[src/rtl/npc_seq.sv]
`default_nettype none
// ============================================================================
// Module   : npc_seq
// Brief    : Registered next-PC / fetch-address generator with redirect
//            arbitration and an optional direct-mapped BTB (NPC_BTB_EN).
// Revision : 1.0 - initial release
// ============================================================================
module npc_seq #(
    parameter int               WIDTH     = 32,
    parameter logic [WIDTH-1:0] RESET_PC  = 32'h1C00_0000,
    parameter int               BTB_DEPTH = 8
) (
    input  logic             clk,
    input  logic             rst,
    input  logic             exc_sig,
    input  logic [WIDTH-1:0] eentry,
    input  logic             ertn,
    input  logic [WIDTH-1:0] sepc,
    input  logic             ex_redirect,
    input  logic [WIDTH-1:0] ex_target,
    input  logic             stall_signal,
    input  logic             upd_valid,
    input  logic [WIDTH-1:0] upd_pc,
    input  logic [WIDTH-1:0] upd_target,
    output logic             inst_req,
    output logic [WIDTH-1:0] inst_addr,
    input  logic             req_inst_success,
    output logic             pred_taken,
    output logic             fetch_discard,
    output logic [WIDTH-1:0] pc
);

    localparam logic [WIDTH-1:0] C_STEP = WIDTH'(4);

    typedef enum logic [1:0] {
        RST_WAIT = 2'd0,
        RUN      = 2'd1,
        PEND     = 2'd2
    } state_t;

    state_t           r_state;
    logic [WIDTH-1:0] r_pc;
    logic [WIDTH-1:0] r_pend_pc;
    logic             r_inst_req;

    logic             w_redirect;
    logic [WIDTH-1:0] w_tgt;
    logic             w_acc;
    logic             w_hit;
    logic [WIDTH-1:0] w_pred_tgt;
    logic [WIDTH-1:0] w_seq_pc;

    assign w_redirect = exc_sig | ertn | ex_redirect;
    assign w_tgt      = exc_sig ? eentry : (ertn ? sepc : ex_target);
    assign w_acc      = r_inst_req & req_inst_success;

`ifdef NPC_BTB_EN
    localparam int IW = $clog2(BTB_DEPTH);
    localparam int TW = WIDTH - IW - 2;

    logic [BTB_DEPTH-1:0] r_btb_valid;
    logic [TW-1:0]        r_btb_tag [BTB_DEPTH];
    logic [WIDTH-1:0]     r_btb_tgt [BTB_DEPTH];
    logic [IW-1:0]        w_rd_idx;
    logic [IW-1:0]        w_wr_idx;
    logic                 w_unused_upd_lo;

    assign w_rd_idx        = r_pc[IW+1:2];
    assign w_wr_idx        = upd_pc[IW+1:2];
    assign w_unused_upd_lo = ^upd_pc[1:0];

    // Lookup reads the registered arrays, so a same-cycle write is not seen.
    assign w_hit      = r_btb_valid[w_rd_idx] && (r_btb_tag[w_rd_idx] == r_pc[WIDTH-1:IW+2]);
    assign w_pred_tgt = r_btb_tgt[w_rd_idx];

    always_ff @(posedge clk) begin
        if (rst) begin
            r_btb_valid <= '0;
        end else if (upd_valid) begin
            r_btb_valid[w_wr_idx] <= 1'b1;
        end
    end

    // Tag and target storage needs no reset; the valid bit gates every use.
    always_ff @(posedge clk) begin
        if (upd_valid) begin
            r_btb_tag[w_wr_idx] <= upd_pc[WIDTH-1:IW+2];
            r_btb_tgt[w_wr_idx] <= upd_target;
        end
    end
`else
    logic w_unused_upd;

    assign w_unused_upd = ^{upd_valid, upd_pc, upd_target};
    assign w_hit        = 1'b0;
    assign w_pred_tgt   = '0;
`endif

    assign w_seq_pc = w_hit ? w_pred_tgt : (r_pc + C_STEP);

    always_ff @(posedge clk) begin
        if (rst) begin
            r_state    <= RST_WAIT;
            r_pc       <= RESET_PC;
            r_pend_pc  <= '0;
            r_inst_req <= 1'b0;
        end else begin
            case (r_state)
                RST_WAIT: begin
                    r_state    <= RUN;
                    r_inst_req <= 1'b1;
                    if (w_redirect) begin
                        r_pc <= w_tgt;
                    end
                end
                RUN: begin
                    if (w_redirect) begin
                        // An outstanding unaccepted request must keep its address.
                        if (w_acc || !r_inst_req) begin
                            r_pc <= w_tgt;
                        end else begin
                            r_pend_pc <= w_tgt;
                            r_state   <= PEND;
                        end
                    end else if (!stall_signal && w_acc) begin
                        r_pc <= w_seq_pc;
                    end
                end
                PEND: begin
                    if (w_redirect) begin
                        r_pend_pc <= w_tgt;
                    end
                    if (w_acc) begin
                        r_pc    <= w_redirect ? w_tgt : r_pend_pc;
                        r_state <= RUN;
                    end
                end
                default: begin
                    r_state    <= RST_WAIT;
                    r_inst_req <= 1'b0;
                end
            endcase
        end
    end

    assign inst_req      = r_inst_req;
    assign inst_addr     = r_pc;
    assign pc            = r_pc;
    assign pred_taken    = w_acc & w_hit;
    assign fetch_discard = w_acc & (r_state == PEND);

endmodule
`default_nettype wire
[config.mk]
export PLATFORM = sky130hd
export DESIGN_NAME = npc_seq
export DESIGN_NICKNAME = d
export VERILOG_FILES = /design/src/rtl/npc_seq.sv
export SDC_FILE = /design/constraint.sdc
export NUM_CORES = 1
export LEC_CHECK = 0
export ABC_AREA = 1
export CAP_MARGIN = 20
export CELL_PAD_IN_SITES_DETAIL_PLACEMENT = 0
export CELL_PAD_IN_SITES_GLOBAL_PLACEMENT = 2
export CORE_MARGIN = 8
export CORE_UTILIZATION = 18
export CTS_CLUSTER_DIAMETER = 30
export DETAILED_ROUTE_END_ITERATION = 10
export PLACE_DENSITY = 0.73
export SYNTH_ARGS = -nofsm -noshare
export SYNTH_HDL_FRONTEND = slang
export SYNTH_SLANG_ARGS = --single-unit
export TNS_END_PERCENT = 50
[constraint.sdc]
create_clock -name clk -period 1.7 [get_ports clk]
set_input_delay 0.425 -clock clk [delete_from_list [all_inputs] [get_ports clk]]
set_output_delay 0.425 -clock clk [all_outputs]
set_load 0.1 [all_outputs]
# [Yosys cells after proc, flatten, opt, wreduce, memory -nomap -nowiden]
# Cells that the tools add are included.
[word_totals] ff_bits=67 latchBits=0 ram_bits=0 mem_bits_ro=0 out_inout_bits=67 word_cells=45 mem_count=0
[classes] addsub=1 multipliers=0 div_mod_pow=0 magnitude_cmp=0 eq_ne=8 shift=0 mux=17 n_bitwise=4 reduce_logical=11
[op_table] cell="$mux W32" n=10
[op_table] cell="$pmux W32 S3" n=1
[op_table] cell="$pmux W32 S2" n=1
[op_table] cell="$add A32 B3 Y32 const B" n=1
[op_table] cell="$ne A2 B2 Y1 const B" n=4
[op_table] cell="$mux W2" n=3
[op_table] cell="$ne A3 B3 Y1 const B" n=2
[op_table] cell="$pmux W2 S3" n=1
[op_table] cell="$reduce_and A3 Y1" n=2
[op_table] cell="$reduce_and A5 Y1" n=1
[op_table] cell="$reduce_bool A3 Y1" n=1
[op_table] cell="$and A1 B1 Y1" n=2
[op_table] cell="$eq A2 B1 Y1 const B" n=1
[op_table] cell="$eq A2 B2 Y1 const B" n=1
[op_table] cell="$logic_not A1 Y1" n=2
[op_table] cell="$logic_not A2 Y1" n=1
[op_table] cell="$or A1 B1 Y1" n=2
[op_table] cell="$pmux W1 S2" n=1
[op_table] cell="$reduce_bool A2 Y1" n=1
[op_table] cell="$reduce_or A2 Y1" n=1
[op_table] cell="$logic_and A1 B1 Y1" n=1
[op_table] cell="$logic_or A1 B1 Y1" n=1

# [Depth between registers and ports, before layout]
# Gate-level depths: netlist of the first run.
[depth] ltp_word=5 depth_mapped=14 mapped_depth_nobuf=14

# [Least setup slack after synthesis of the first run]
# Ideal clock, no wire load.
[synth_timing] path_type="flip-flop to output port" from="register r_state[0]" to="output port fetch_discard" t_arrival_ps=2520 path_slack_ps=-1245 path_stages_with_launch=7 path_buffers=2 path_cell_list="dfxtp_1 > inv_1 > ha_1 > clkbuf_1 > clkinv_1 > clkbuf_1 > nor2_1"
[synth_via] elab_chain_len=2
[synth_rtl] element="start, declared" line="41" source="state_t r_state;"
[synth_rtl] element="start signal, assigned" line="103" source="r_state <= RST_WAIT;"
[synth_rtl] element="start signal, assigned" line="110" source="r_state <= RUN;"
[synth_rtl] element="start signal, assigned" line="123" source="r_state <= PEND;"
[synth_rtl] element="$eq A2 B2 Y1" line="150" source="assign fetch_discard = w_acc & (r_state == PEND);"
[synth_rtl] element="$and A1 B1 Y1" line="150"
[synth_rtl] element="end, declared" line="29" source="output logic fetch_discard,"
# No other way between the ends.

# [Final worst setup path of the first run]
[layout_timing] from="register r_state[1]" to="output port fetch_discard"
# Same word-level chain as after synthesis.

==> out/results.txt, run 1 <==
Crit path max-delay family -> flip-flops
CTS tree -> done
critical path launch point type -> flip-flop
drt initial violations -> 405
largest net degree at the start of global routing -> 41
I/O Buffers -> 168
Vias -> 7383
Seq/Total Area, Yosys -> 24.0%
dpl hpwl -> 19700 um
area share of the largest cell type after synthesis -> 28.5%
grt ovf -> 0
# setup viols final -> 3
Pwr Density -> 1850 nW/um^2
Async SR Flop Fraction -> 0%
Critical Setup Path Class -> flip-flop to output pin
Mapped Nets -> 1192
Yosys reg bits -> 67
Post-synth EDFFs -> 0
Fmax -> 567 MHz
Worst Hold Class -> flip-flop to flip-flop
clk sinks -> 67
element type at the critical path end -> output pin
io pins -> 235
Rows -> 64
Tmin final -> 1760 ps
Die H -> 192 um
vias per inst -> 4.41
unrepaired setup endpoints after global routing -> yes
GRT Util Overall -> 14.2%
worst-path fanout max -> 4
Pwr Total -> 0.0190 W
Area contributors post-synth -> nand2_1, dfxtp_1, a21oi_1
Pleak -> 4.41 nW
flop2flop setup slack -> -10 ps
Die X -> 192 um
post-route ant nets -> 0
VDD IR-drop max -> 1060 uV
WP data required -> 1270 ps
final worst path period share -> 104%
core footprint -> 30600 sq um
Fin. Hold Viols -> 0
htree depth -> 3
post-DR wirelength/cell -> 16.0 um
Yosys top cell by area -> nand2_1
Syn Inst Count -> 1019
DR pass1 iterations -> 7
Root Buffer -> clkbuf_16
Buf+Inv Stages, Crit Path -> 3
outcome -> finished with violations
main flop type after synthesis -> dfxtp_1
setup ws final -> -63.2 ps
Initial Util -> 18.3%
DR DRC count -> 0
critical path's largest stage delay -> 360 ps
Final Net Count -> 1448
antenna fix cells -> 0
failing checks -> negative setup slack
Routed WL -> 26900 um
worst path cell trace -> buf_6, ha_4, clkinv_8, nor2_4, buf_12
Ys Warns -> 0
antenna violations before repair -> 0
first-pass GRT wire length -> 40900 um
Avg Inst Size Synth -> 5.49 sq um
# hold bufs at CTS -> 0
final core area utilization -> 33.6%
Layout area overhead -> 83.8%
layout cells sized above 1 -> 28.6%
final clock skew -> 8.79 ps
fin. max-slew vios -> 0
# Max-Cap Violations -> 0
CTS buffer count -> 9
Arr. time, crit path -> 1340 ps
vias in the first global route -> 7155
Yosys cell types -> 31
clk slew on worst S/H paths -> 60 ps
Post-Syn Area -> 5600 sq um
die area -> 37000 sq um
Slowest cell on crit path -> dfxtp_2
routability congestion estimate -> 0.787
clk buf depth -> 2
clk_lat worst skew -> 350 ps
cells by family after synthesis:
group | Yosys count | synth area share (%)
flops | 67 | 24.0
compound gates | 216 | 20.3
simple gates | 585 | 40.6
fa+ha+maj | 5 | 1.12
xor+xnor | 15 | 2.35
other cells | 1 | 0.0670
buf+inv | 130 | 11.6
placed cells by master (no fill, tap or decap), drive strengths merged:
cell,n
a21oi,121
a31oi,32
buf,235
bufinv,1
clkbuf,15
clkdlybuf4s15,1
clkdlybuf4s50,98
clkinv,1
clkinvlp,2
conb,1
dfxtp,67
dlygate4sd2,1
ha,5
inv,37
nand2,426
nand3,21
nand3b,3
nand4,2
nor2,129
nor3,3
o211ai,4
o21ai,57
o21bai,1
o22ai,1
or2,1
xnor2,6
xor2,9
flip-flops by register name (all words and copies together) (netlist names):
register	count
inst_req	1
r_state	2
inst_addr	32
r_pend_pc	32
where the power goes:
part           switching (W)  total, W  internal, W
sequential          0.000547   0.00293      0.00239
clock               0.000806   0.00212      0.00131
combinational        0.00841    0.0139      0.00553
final timing paths:
path | from | end | cells after the start
setup / recovery | r_state[1] | fetch_discard | 5
hold / removal | inst_addr[20] | inst_addr[20] | 2
setup reg to reg | inst_addr[3] | inst_addr[26] | 13
hold reg to reg | inst_addr[20] | inst_addr[20] | 2
per-stage QoR:
step	setup TNS (ps)	cells	hold WS, ps	setup slack (ps)	cell area (sq um)
2_1_floorplan	-421	1019	477	-106	5760
3_3_place_gp	-34230	1628	497	-635	9290
6_report	-84.8	1676	513	-63.2	10300
3_5_place_dp	-38030	1628	505	-715	9290
4_1_cts	-267	1659	519	-55.6	9900
5_1_grt	-1550	1676	544	-188	10300
synth_stat cells (9+ instances only):
| library cell | count |
|---|---|
| nand2_1 | 425 |
| dfxtp_1 | 67 |
| buf_4 | 35 |
| inv_1 | 32 |
| clkbuf_1 | 28 |
| nand3_1 | 20 |
| nor2_1 | 128 |
| a31oi_1 | 32 |
| a21oi_1 | 121 |
| o21ai_0 | 52 |
| buf_2 | 22 |
| xor2_1 | 9 |
layout make-up:
class | instances | area, sq um
clock inverter | 4 | 53.8
timing repair buffer | 338 | 3920
fill | 3325 | 20300
inverter | 37 | 169
clock buffer | 12 | 278
multi-input combinational | 822 | 3920
tap | 396 | 495
sequential | 67 | 1450
worst reg2reg max path: cells and delay by family, from the launching register on:
family | cells | cell delay (ps)
flip-flops | 1 | 370
AND/OR/NAND/NOR | 10 | 910
adder cells (fa/ha/maj) | 1 | 130
buffers and inverters | 1 | 40
XOR/XNOR | 1 | 160
metal layers:
| metal | vias to the layer above | GRT usage [%] | share of wire (%) | wire length, um |
|---|---|---|---|---|
| li1 | 3769 | - | - | - |
| met1 | 3419 | 18.7 | 47 | 12600 |
| met2 | 176 | 23.9 | 48 | 12800 |
| met3 | 19 | 2.40 | 4.5 | 1210 |
| met4 | 0 | 3.14 | 1.1 | 289 |
| met5 | - | 0 | 0 | 0 |
repair_timing:
item | 4_1_cts | 5_1_grt
resized for setup | 32 | 82
endpoints found under the setup margin | 65 | 65
buffers inserted | 12 | 16
gates cloned | 3 | 1
pin swaps | 6 | 35
Note: power is estimated with default switching activity, not from simulation.
==> inputs of run 2 (changes only) <==
--- a/config.mk
+++ b/config.mk
@@ -10,10 +10,10 @@
 export CELL_PAD_IN_SITES_DETAIL_PLACEMENT = 0
 export CELL_PAD_IN_SITES_GLOBAL_PLACEMENT = 2
 export CORE_MARGIN = 8
-export CORE_UTILIZATION = 18
+export CORE_UTILIZATION = 20
 export CTS_CLUSTER_DIAMETER = 30
 export DETAILED_ROUTE_END_ITERATION = 10
-export PLACE_DENSITY = 0.73
+export PLACE_DENSITY = 0.77
 export SYNTH_ARGS = -nofsm -noshare
 export SYNTH_HDL_FRONTEND = slang
 export SYNTH_SLANG_ARGS = --single-unit
==> constraint.sdc (replaced) <==
create_clock -name clk -period 2 [get_ports clk]
set_input_delay 0.5 -clock clk [delete_from_list [all_inputs] [get_ports clk]]
set_output_delay 0.5 -clock clk [all_outputs]
set_load 0.1 [all_outputs]
==> run 2 against run 1 <==
  * The flow now finishes without violations
  * Via count is 5.4% lower
  * Hold slack worse by 6.9 ps
  * Global-route usage is 0.053 points higher
  * Final cell count is 4.1% lower
  * Highest routed layer unchanged
==> out/results.txt, run 2 (same netlist as run 1, synthesis figures left out) <==
antenna violations before repair -> 0 (unchanged)
Critical Setup Path Class -> flip-flop to output pin (unchanged)
final clock skew -> 7.94 ps (was 8.79 ps)
outcome -> complete, no violations (was finished with violations)
final core area utilization -> 33.7% (was 33.6%)
CTS buffer count -> 9 (unchanged)
largest net degree at the start of global routing -> 41 (unchanged)
clk buf depth -> 2 (unchanged)
Fin. Hold Viols -> 0 (unchanged)
Arr. time, crit path -> 1370 ps (was 1340 ps)
Die X -> 183 um (was 192 um)
antenna fix cells -> 0 (unchanged)
first-pass GRT wire length -> 38000 um (was 40900 um)
I/O Buffers -> 168 (unchanged)
Area after DPL -> 8980 sq um (was 9290 sq um)
# hold bufs at CTS -> 0 (unchanged)
Fmax -> 535 MHz
die area -> 33600 sq um (was 37000 sq um)
Routed WL -> 24200 um (was 26900 um)
core footprint -> 27700 sq um (was 30600 sq um)
Tmin final -> 1870 ps
element type at the critical path end -> output pin (unchanged)
setup TNS -> 0 ps (was -84.8 ps)
post-route ant nets -> 0 (unchanged)
clk_lat worst skew -> 340 ps (was 350 ps)
CTS tree -> done (unchanged)
critical path launch point type -> flip-flop (unchanged)
Root Buffer -> clkbuf_16 (unchanged)
htree depth -> 3 (unchanged)
dpl hpwl -> 18600 um (was 19700 um)
post-DR wirelength/cell -> 15.0 um (was 16.0 um)
grt ovf -> 0 (unchanged)
Pwr Density -> 1540 nW/um^2 (was 1850 nW/um^2)
io pins -> 235 (unchanged)
VDD IR-drop max -> 858 uV (was 1060 uV)
clk slew on worst S/H paths -> 60 ps (about the same)
Final Net Count -> 1398 (was 1448)
WP data required -> 1500 ps (was 1270 ps)
fin. max-slew vios -> 0 (unchanged)
layout cells sized above 1 -> 20.0% (was 28.6%)
Fin Hold WS -> 506 ps (was 513 ps)
clk sinks -> 67 (unchanged)
final worst path period share -> 93.5%
unrepaired setup endpoints after global routing -> yes (unchanged)
most frequent cells in the layout -> nand2_1, nor2_1, a21oi_1 (was nand2_1, buf_4, a21oi_1)
# setup viols final -> 0 (was 3)
Pleak -> 4.04 nW (was 4.41 nW)
Die H -> 183 um (was 192 um)
worst-path fanout max -> 6 (was 4)
Layout area overhead -> 66.7% (was 83.8%)
drt initial violations -> 374 (was 405)
DR pass1 iterations -> 4 (was 7)
routability congestion estimate -> 0.762 (was 0.787)
vias per inst -> 4.35 (was 4.41)
DR DRC count -> 0 (unchanged)
post-route design area -> 9330 sq um (was 10300 sq um)
GRT Util Overall -> 14.3% (was 14.2%)
Worst Hold Class -> flip-flop to flip-flop (unchanged)
commonest non-fill, non-tap cell in the layout -> nand2_1 (unchanged)
Layout fillers -> 2969 (was 3325)
Rows -> 61 (was 64)
# Max-Cap Violations -> 0 (unchanged)
Vias -> 6984 (was 7383)
Initial Util -> 20.2% (was 18.3%)
vias in the first global route -> 6865 (was 7155)
run 2: stage by stage:
step | std cells | power [W] | setup slack [ps]
2_1_floorplan | 1019 | 0.00886 | 1.41
3_3_place_gp | 1590 | 0.0128 | -438
3_5_place_dp | 1590 | 0.0128 | -458
4_1_cts | 1605 | 0.0145 | 2.37
5_1_grt | 1607 | 0.0154 | -13.7
6_report | 1607 | 0.0144 | 130
run 2: metal layers:
layer | global-route usage, % | vias to the layer above | part of all wire, %
met1 | 19.4 | 3152 | 49
met4 | 3.81 | 0 | 1.1
met5 | 0 | - | 0
met3 | 2.26 | 15 | 4.3
li1 | - | 3668 | -
met2 | 22.9 | 149 | 46
run 2: worst max-delay path: stages, from the launching register on:
cell and delay, ps:
dfxtp_1 330, inv_1 140, ha_4 190, clkinv_2 80, nor2_4 100, buf_12 180
run 2: final timing paths:
| kind | from | endpoint | slack [ps] | cells past startpoint |
|---|---|---|---|---|
| worst max-delay path | r_state[0] | fetch_discard | 130 | 5 |
| worst min-delay path | inst_addr[6] | inst_addr[6] | 510 | 2 |
| worst max register to register | r_state[1] | inst_addr[15] | 200 | 10 |
| worst min register to register | inst_addr[6] | inst_addr[6] | 510 | 2 |
run 2: area by class of cell:
type	count	area [sq um]	share of cell area (%)
Clock buffer	13	260	2.79
Timing Repair Buffer	288	3400	36.4
Inverter	37	143	1.53
Clock inverter	2	35.0	0.375
Sequential cell	67	1380	14.8
Multi-Input combinational cell	822	3640	39.0
Tap cell	378	473	5.07
run 2: where the power goes:
group          switching [W]  internal [W]  total (W)
clock               0.000624       0.00103    0.00165
sequential          0.000520       0.00197    0.00249
combinational        0.00652       0.00371     0.0102
run 2: timing repair:
action,4_1_cts,5_1_grt
setup buffers,0,2
cloned,0,0
resized for setup,9,6
pin swaps,1,3
setup endpoints to repair,31,22
